[config.mk]
export PLATFORM = sky130hd
export DESIGN_NAME = conv_result_serializer_flat
export DESIGN_NICKNAME = d
export VERILOG_FILES = /design/src/rtl/conv_pkg.sv /design/src/rtl/conv_result_serializer_if.sv /design/src/rtl/conv_requant.sv /design/src/rtl/conv_result_serializer.sv /design/src/flat_wrapper.sv
export SDC_FILE = /design/constraint.sdc
export NUM_CORES = 1
export LEC_CHECK = 0
export CAP_MARGIN = 0
export CORE_AREA = 2 2 661 663
export CTS_CLUSTER_SIZE = 28
export DETAILED_ROUTE_END_ITERATION = 8
export DIE_AREA = 0 0 663 665
export SLEW_MARGIN = 20
export SYNTH_ARGS = -nofsm -noshare
export SYNTH_HDL_FRONTEND = slang
export SYNTH_SLANG_ARGS = --single-unit
[constraint.sdc]
create_clock -name clk -period 16.5 [get_ports clk]
set_input_delay 3.3 -clock clk [delete_from_list [all_inputs] [get_ports clk]]
set_output_delay 3.3 -clock clk [all_outputs]
set_load 0.01 [all_outputs]
[src/rtl/conv_pkg.sv]
// rtl/conv_pkg.sv - shared types and helpers for the convolution result path
// Purpose: result-length/index-width derivation, serializer state enum and the
//          round-shift + saturate/wrap function shared with conv_input_packer.
// Ports:   none (package).
// Config:  none; saturation is selected per call through the saturate argument.
package conv_pkg;

  // Working width for requantisation; holds a sign-extended 2N-bit word plus
  // the rounding carry for any N up to 31.
  localparam int MAX_W = 64;

  typedef enum logic {
    IDLE   = 1'b0,
    STREAM = 1'b1
  } state_t;

  typedef struct packed {
    logic [MAX_W-1:0] value;
    logic             sat;
  } requant_t;

  function automatic int len_out_of(input int len1, input int len2);
    return len1 + len2 - 1;
  endfunction

  function automatic int idx_w_of(input int len_out);
    return (len_out > 1) ? $clog2(len_out) : 1;
  endfunction

  // Round half toward +inf, arithmetic shift, then optionally clamp to the
  // signed n-bit range. Without clamping the caller keeps the low n bits.
  function automatic requant_t round_shift(input logic signed [MAX_W-1:0] x,
                                           input int n,
                                           input int shift,
                                           input bit saturate);
    logic signed [MAX_W-1:0] one;
    logic signed [MAX_W-1:0] r;
    logic signed [MAX_W-1:0] max_v;
    logic signed [MAX_W-1:0] min_v;
    requant_t res;
    one = 1;
    r = x;
    if (shift > 0) r = r + (one <<< (shift - 1));
    r = r >>> shift;
    max_v = (one <<< (n - 1)) - one;
    min_v = -(one <<< (n - 1));
    res.value = r;
    res.sat = 1'b0;
    if (saturate) begin
      if (r > max_v) begin
        res.value = max_v;
        res.sat = 1'b1;
      end else if (r < min_v) begin
        res.value = min_v;
        res.sat = 1'b1;
      end
    end
    return res;
  endfunction

endpackage

[src/rtl/conv_result_serializer_if.sv]
// rtl/conv_result_serializer_if.sv - load/stream bus of the result serializer
// Purpose: bundles frame load handshake, output stream and flush.
// Ports:   frame_in/load_valid/load_ready (frame load), out_data/out_valid/
//          out_ready/out_last (sample stream), flush (abort),
//          sat_flag only when CONV_SAT_EN is defined.
// Modports: master = frame producer / stream consumer, slave = serializer.
interface conv_result_serializer_if #(
  parameter int N       = 16,
  parameter int LEN_OUT = 52
);
  logic [LEN_OUT*2*N-1:0] frame_in;
  logic                   load_valid;
  logic                   load_ready;
  logic [N-1:0]           out_data;
  logic                   out_valid;
  logic                   out_ready;
  logic                   out_last;
  logic                   flush;
`ifdef CONV_SAT_EN
  logic                   sat_flag;
`endif

  modport master (
    output frame_in, load_valid, out_ready, flush,
    input  load_ready, out_data, out_valid, out_last
`ifdef CONV_SAT_EN
    , input sat_flag
`endif
  );

  modport slave (
    input  frame_in, load_valid, out_ready, flush,
    output load_ready, out_data, out_valid, out_last
`ifdef CONV_SAT_EN
    , output sat_flag
`endif
  );
endinterface

[src/rtl/conv_requant.sv]
// rtl/conv_requant.sv - combinational requantiser for one 2N-bit result word
// Purpose: rounded arithmetic right shift by SHIFT, narrowed to N bits;
//          saturates when CONV_SAT_EN is defined, wraps otherwise.
// Ports:   word (in, 2N), result (out, N), sat (out, 1: sample clipped).
module conv_requant
  import conv_pkg::*;
#(
  parameter int N     = 16,
  parameter int SHIFT = 8
) (
  input  logic [2*N-1:0] word,
  output logic [N-1:0]   result,
  output logic           sat
);
`ifdef CONV_SAT_EN
  localparam bit SAT_EN = 1'b1;
`else
  localparam bit SAT_EN = 1'b0;
`endif

  requant_t rq;
  logic     unused_hi;

  always_comb begin
    rq = round_shift({{(MAX_W-2*N){word[2*N-1]}}, word}, N, SHIFT, SAT_EN);
  end

  assign result    = rq.value[N-1:0];
  assign sat       = rq.sat;
  assign unused_hi = ^rq.value[MAX_W-1:N];
endmodule

[src/rtl/conv_result_serializer.sv]
// rtl/conv_result_serializer.sv - captures a convolution frame and streams it
// Purpose: latches LEN1+LEN2-1 signed 2N-bit words in one cycle, then emits
//          requantised N-bit samples index 0 first with out_last on the final.
// Ports:   clk, rst (sync active-high), bus (conv_result_serializer_if.slave).
// Config:  CONV_SAT_EN adds saturation and the registered bus.sat_flag.
module conv_result_serializer
  import conv_pkg::*;
#(
  parameter int N     = 16,
  parameter int LEN1  = 3,
  parameter int LEN2  = 50,
  parameter int SHIFT = 8
) (
  input logic                    clk,
  input logic                    rst,
  conv_result_serializer_if.slave bus
);
  localparam int             LEN_OUT  = len_out_of(LEN1, LEN2);
  localparam int             IDXW     = idx_w_of(LEN_OUT);
  localparam logic [IDXW-1:0] LAST_IDX = IDXW'(LEN_OUT - 1);

  state_t           state_q, state_d;
  logic [IDXW-1:0]  idx_q, idx_d, nxt_idx;
  logic [2*N-1:0]   frame_q [LEN_OUT];
  logic [N-1:0]     data_q, data_d;
  logic             last_q, last_d;
  logic             sat_q, sat_d;
  logic             capture;
  logic [2*N-1:0]   sel_word;
  logic [N-1:0]     rq_result;
  logic             rq_sat;

  // Output register is loaded one step ahead: on capture from frame_in word 0,
  // on each accepted beat from the following stored word.
  assign nxt_idx = idx_q + 1'b1;

  always_comb begin
    sel_word = '0;
    if (state_q == IDLE) sel_word = bus.frame_in[0 +: 2*N];
    else if (int'(nxt_idx) < LEN_OUT) sel_word = frame_q[nxt_idx];
  end

  conv_requant #(.N(N), .SHIFT(SHIFT)) u_requant (
    .word   (sel_word),
    .result (rq_result),
    .sat    (rq_sat)
  );

  always_comb begin
    state_d = state_q;
    idx_d   = idx_q;
    data_d  = data_q;
    last_d  = last_q;
    sat_d   = sat_q;
    capture = 1'b0;
    case (state_q)
      IDLE: begin
        if (!bus.flush && bus.load_valid) begin
          state_d = STREAM;
          capture = 1'b1;
          idx_d   = '0;
          data_d  = rq_result;
          last_d  = (LEN_OUT == 1);
          sat_d   = rq_sat;
        end
      end
      STREAM: begin
        if (bus.flush || (bus.out_ready && last_q)) begin
          state_d = IDLE;
          idx_d   = '0;
          data_d  = '0;
          last_d  = 1'b0;
          sat_d   = 1'b0;
        end else if (bus.out_ready) begin
          idx_d  = nxt_idx;
          data_d = rq_result;
          last_d = (nxt_idx == LAST_IDX);
          sat_d  = rq_sat;
        end
      end
      default: state_d = IDLE;
    endcase
  end

  always_ff @(posedge clk) begin
    if (rst) begin
      state_q <= IDLE;
      idx_q   <= '0;
      data_q  <= '0;
      last_q  <= 1'b0;
      sat_q   <= 1'b0;
    end else begin
      state_q <= state_d;
      idx_q   <= idx_d;
      data_q  <= data_d;
      last_q  <= last_d;
      sat_q   <= sat_d;
    end
  end

  always_ff @(posedge clk) begin
    for (int i = 0; i < LEN_OUT; i++) begin
      if (rst) frame_q[i] <= '0;
      else if (capture) frame_q[i] <= bus.frame_in[i*2*N +: 2*N];
    end
  end

  assign bus.load_ready = (state_q == IDLE);
  assign bus.out_valid  = (state_q == STREAM);
  assign bus.out_data   = data_q;
  assign bus.out_last   = last_q;

`ifdef CONV_SAT_EN
  assign bus.sat_flag = sat_q;
`else
  logic unused_sat;
  assign unused_sat = sat_q;
`endif
endmodule

[src/flat_wrapper.sv]
// flat-port wrapper written by rule: the top's interface ports become plain ports
module conv_result_serializer_flat import conv_pkg::*;
#(
  parameter int N     = 16,
  parameter int LEN1  = 3,
  parameter int LEN2  = 50,
  parameter int SHIFT = 8
)
  (clk, rst, bus_frame_in, bus_load_valid, bus_out_ready, bus_flush, bus_load_ready, bus_out_data, bus_out_valid, bus_out_last);
  conv_result_serializer_if #(.N(N), .LEN_OUT((52))) bus_i ();
  input logic clk;
  input logic rst;
  input wire logic [$bits(bus_i.frame_in)-1:0] bus_frame_in;
  input wire logic [$bits(bus_i.load_valid)-1:0] bus_load_valid;
  input wire logic [$bits(bus_i.out_ready)-1:0] bus_out_ready;
  input wire logic [$bits(bus_i.flush)-1:0] bus_flush;
  output wire logic [$bits(bus_i.load_ready)-1:0] bus_load_ready;
  output wire logic [$bits(bus_i.out_data)-1:0] bus_out_data;
  output wire logic [$bits(bus_i.out_valid)-1:0] bus_out_valid;
  output wire logic [$bits(bus_i.out_last)-1:0] bus_out_last;
  assign bus_i.frame_in = bus_frame_in;
  assign bus_i.load_valid = bus_load_valid;
  assign bus_i.out_ready = bus_out_ready;
  assign bus_i.flush = bus_flush;
  assign bus_load_ready = bus_i.load_ready;
  assign bus_out_data = bus_i.out_data;
  assign bus_out_valid = bus_i.out_valid;
  assign bus_out_last = bus_i.out_last;
  conv_result_serializer #(.N(N), .LEN1(LEN1), .LEN2(LEN2), .SHIFT(SHIFT)) u_core (.clk(clk), .rst(rst), .bus(bus_i));
endmodule
## Word-level counts from Yosys, hierarchy flattened

Memory sizes are Yosys's and may differ from the RTL's.
Cells that the tools add are included.

- Register bits after elaboration: 24
- Bits in writable memories: 1664
- Input port bits: 1669
- Word-level logic and storage cells: 144
- Memories: 1

Memories:

| name | depth | width | read ports | clocked after Yosys merged registers in | wr ports | RTL line | RTL |
|---|---|---|---|---|---|---|---|
| u_core.frame_q | 52 | 32 | 1 | 0 | 52 | conv_result_serializer.sv:24 | `logic [2*N-1:0] frame_q [LEN_OUT];` |

- Add/subtract/negate cells: 2
- Order comparisons: 1
- Eq/ne operators: 3
- Mux-type cells: 75
- Bitwise logic cells: 53
- Reductions and logical operators: 5

Operators with widths:

| cell | count |
|---|---|
| $mux 32 | 52 |
| $or 1x1->1 | 52 |
| $mux 16 | 3 |
| $mux 24 | 2 |
| $pmux 16 s2 | 1 |
| $add 24x9->24 const B | 1 |
| $mux 6 | 3 |
| $pmux 6 s2 | 1 |
| $mux 1 | 11 |
| $add 6x1->6 const B | 1 |
| $eq 6x6->1 const B | 1 |
| $lt 6x6->1 const B | 1 |
| $pmux 1 s2 | 2 |
| $ne 3x3->1 const B | 1 |
| $logic_and 1x1->1 | 2 |
| $ne 2x1->1 const B | 1 |
| $reduce_and 2->1 | 1 |
| $logic_not 1->1 | 1 |
| $logic_or 1x1->1 | 1 |
| $not 1->1 | 1 |

## Depth between registers and ports, before layout

- Word-level depth: 8
- Gate-level depth with buffers: 18
- Depth with buffers taken out: 12

## Modules after synthesis

From an unflattened synthesis, not the netlist that was laid out.

- Cells, all modules: 4864
- Area, all modules: 76692.3 µm²

Modules (own cells, without submodules):

| module | times used | cells an instance | area an instance (µm²) | seq. area each (µm²) |
|---|---|---|---|---|
| conv_result_serializer | 1 | 4819 | 76359.5 | 50448.4 |
| conv_requant | 1 | 45 | 332.8 | 0.0 |

## Worst setup path before layout

Ideal clock, no wire load.

- Path kind: input to register
- Start: input port rst
- End: memory u_core.frame_q[0][10] (netlist bit) (enable)
- Setup time: 0.894 ns
- Data arrival time: 14.090 ns
- Data required time: 15.606 ns
- Setup slack: 1.516 ns
- Cell stages on the path: 2
- Path through: clkbuf_1 or2_2

RTL lines:

| what | RTL line | RTL |
|---|---|---|
| from (decl) | flat_wrapper.sv:12 | `input logic rst;` |
| to (decl) | conv_result_serializer.sv:24 |  |

==> metrics.txt <==
min Tclk post-route=slightly below 7000 ps; sequential area share after synthesis=approximately two thirds; Tcrit/Tclk final=41.9%; post-synth top area cell=edfxtp_1; FF-to-FF setup slack=9660 ps; Area contributors post-synth=edfxtp_1 (64%), and2_1 (13%), mux4_2 (12%), nand2_1 (1.4%), dfxtp_1 (1.2%); Post-Syn Instances=2728; area grow syn2layout=47.6%; # IOs=around 1.7k; Mapped Nets=approximately 4.4k; Final Hold Viols=0; # nets final=around 5.3k; final setup TNS=0 ps; average wire per standard cell=about 22 um; Worst EP arrival=approximately 7300 ps; row count=approximately 240; mapped cell area=41500 um^2; die width=around 660 um; vias per cell=2.83; GRT overflow=0; Slew @ Worst Pin=roughly 1300 ps; Final HPWL DP=between 150000 and 200000 um; final setup fails=0; htree depth=3; CP required=about 17000 ps; RSZ-0062 raised after global routing=false; layout cells sized above 1=13.1%; headroom to the max-slew limit=about 14%; Vert. Die Dim=665 um; Synth cell types=66; Clock Sinks=~910; most common cell in the netlist=and2_1; CP Launch Type=primary input; status=finished clean; Clk pin slew, worst setup/hold paths=roughly 60 ps; cts-stage hold buffer count=0; Most Crowded Layer GR=met2; number of port buffers=a little over 900; Synth top area share=~64%; worst-path maximum fanout=63; Post CTS Setup Buffer Count=0; Seq cells post-synth=908; ANT nets after route=0; clock skew=~120 ps; largest net degree at the start of global routing=roughly 210; LEAKAGE=roughly 20 nW; YS warnings=0; Peak VDD IR=roughly 0.099 mV; vias in the first global route=~27k; Final WS setup=approximately 9600 ps; total track usage=a little under a tenth; Max-cap violations=0; Power Dens Cells=between 90 and 100 nW/um^2; met2 usage=15.5%; GPL Wtd Cong=approximately 0.8; clk root buf=clkbuf_16; Crit. End Element=register; Setup Crit Path Kind=primary input to register; worst slack, placed=8440 ps; Die Area=between 400000 and 500000 um^2; fmax=145 MHz; worst min-delay path class=register to register; core area=433000 um^2; Pins Over Slew Limit=0; main flop type after synthesis=edfxtp_1; initial antenna violation count=about 160; TritonCTS Buffers=~110; clk_lat worst skew=slightly above 900 ps; first-pass GRT wire length=between 200000 and 300000 um; CTS resizes=0; Iteration-0 DRC Markers=just over 2k; DR vias=~27k; Starting Density=under 10%; number of synthesized flops with an enable pin=approximately 880; CTS tree=built; DRC=0; met1 Use GR=10.3%; met3 usage=slightly below 4%; CTS Buffer Depth=4; Async SR Flop Fraction=0%; syn avg cell area=15.2 um^2; drt pass-1 iters=5; Synth top cells by count=and2_1 (885), edfxtp_1 (884), mux4_2 (217); routed wire length=~210000 um
==> worst paths after layout <==
path | from | end | depth (start not counted)
hold reg to reg | u_core.bus.out_data[10]$_SDFFE_PP0P_ | u_core.bus.out_data[10]$_SDFFE_PP0P_ | 2
hold / removal | u_core.bus.out_data[10]$_SDFFE_PP0P_ | u_core.bus.out_data[10]$_SDFFE_PP0P_ | 2
setup reg to reg | u_core.idx_q[0]$_SDFFE_PP0P_ | u_core.bus.out_data[15]$_SDFFE_PP0P_ | 14
setup / recovery | rst | u_core.frame_q[41][22]$_SDFFCE_PN0P_ | 7
==> routing by layer <==
layer	up-vias	wire [um]
met5	-	424
met3	364	21100
met1	13300	80000
li1	12000	-
met4	66	7680
met2	1115	102000
==> report_power, final <==
group / switching, mW / leakage, nW / internal, mW
Sequential: 0.0510 / 9.62 / 2.69
Clock: 1.10 / 1.73 / 1.40
Combinational: 0.246 / 8.88 / 0.294
==> cell usage in the layout (no fill, tap or decap), types with 7 or more instances in the layout <==
| master | n |
|---|---|
| a21oi_1 | 40 |
| a22oi_1 | 9 |
| a31oi_1 | 7 |
| a32oi_1 | 13 |
| and2_1 | 884 |
| buf_4 | 67 |
| bufinv_16 | 7 |
| clkbuf_1 | 22 |
| clkbuf_16 | 116 |
| clkdlybuf4s50_1 | 907 |
| clkinv_1 | 22 |
| clkinv_2 | 16 |
| dfxtp_1 | 23 |
| diode_2 | 44 |
| edfxtp_1 | 884 |
| inv_6 | 7 |
| mux2i_1 | 25 |
| mux4_2 | 217 |
| nand2_1 | 155 |
| nand3_1 | 48 |
| nor2_1 | 34 |
| nor2b_1 | 7 |
| nor3_1 | 9 |
| o21ai_0 | 38 |
| xnor2_1 | 9 |
==> through the flow <==
step | std cells | instance area [um^2] | power, mW | hold slack, ps | util [%]
after floorplan | 2728 | 41500 | 3.01 | 483 | -
after global placement | 9247 | 57500 | 3.34 | 445 | 13.3
after detailed placement | 9247 | 57500 | 3.34 | 449 | 13.3
after CTS | 9450 | 61100 | 5.90 | 465 | 14.1
after global routing | 9480 | 61200 | 6.01 | 496 | 14.1
final | 9495 | 61200 | 5.78 | 469 | 14.1
==> sequential cells by signal, summed over array words and instances (netlist names) <==
name / flops
u_core.bus.out_data: 16
u_core.bus.out_valid: 1
u_core.frame_q: 884
u_core.bus.out_last: 1
u_core.idx_q: 6
==> critical path, stage by stage <==
cell             delay, ps
clkdlybuf4s50_1        460
buf_4                  310
or2_4                  530
buf_12                 290
buf_4                  710
buf_4                  750
buf_4                  740
==> layout make-up <==
cell class / count / area (um^2)
Clock inverter: 65 / 586
Tap cell: 5734 / 7170
Inverter: 6 / 22.5
Antenna cell: 44 / 110
Sequential cell: 908 / 27000
Multi-Input combinational cell: 1620 / 13600
Fill cell: 48200 / 372000
Clock buffer: 138 / 2990
Timing Repair Buffer: 980 / 9700
==> logic make-up (layout without fill, tap and decap cells) <==
logic type	count (synthesis)	count (layout)	share of synthesized area, %
buffers and inverters	200	1189	2.38
DFF	908	908	65.2
other	0	44	0
xor gates and xnor gates	19	19	0.483
AOI/OAI and AO/OA	174	174	2.78
muxes	249	249	12.6
and+or+nand+nor	1175	1175	16.5
adders and majority gates	3	3	0.0905
Note: power is estimated with default switching activity, not from simulation.
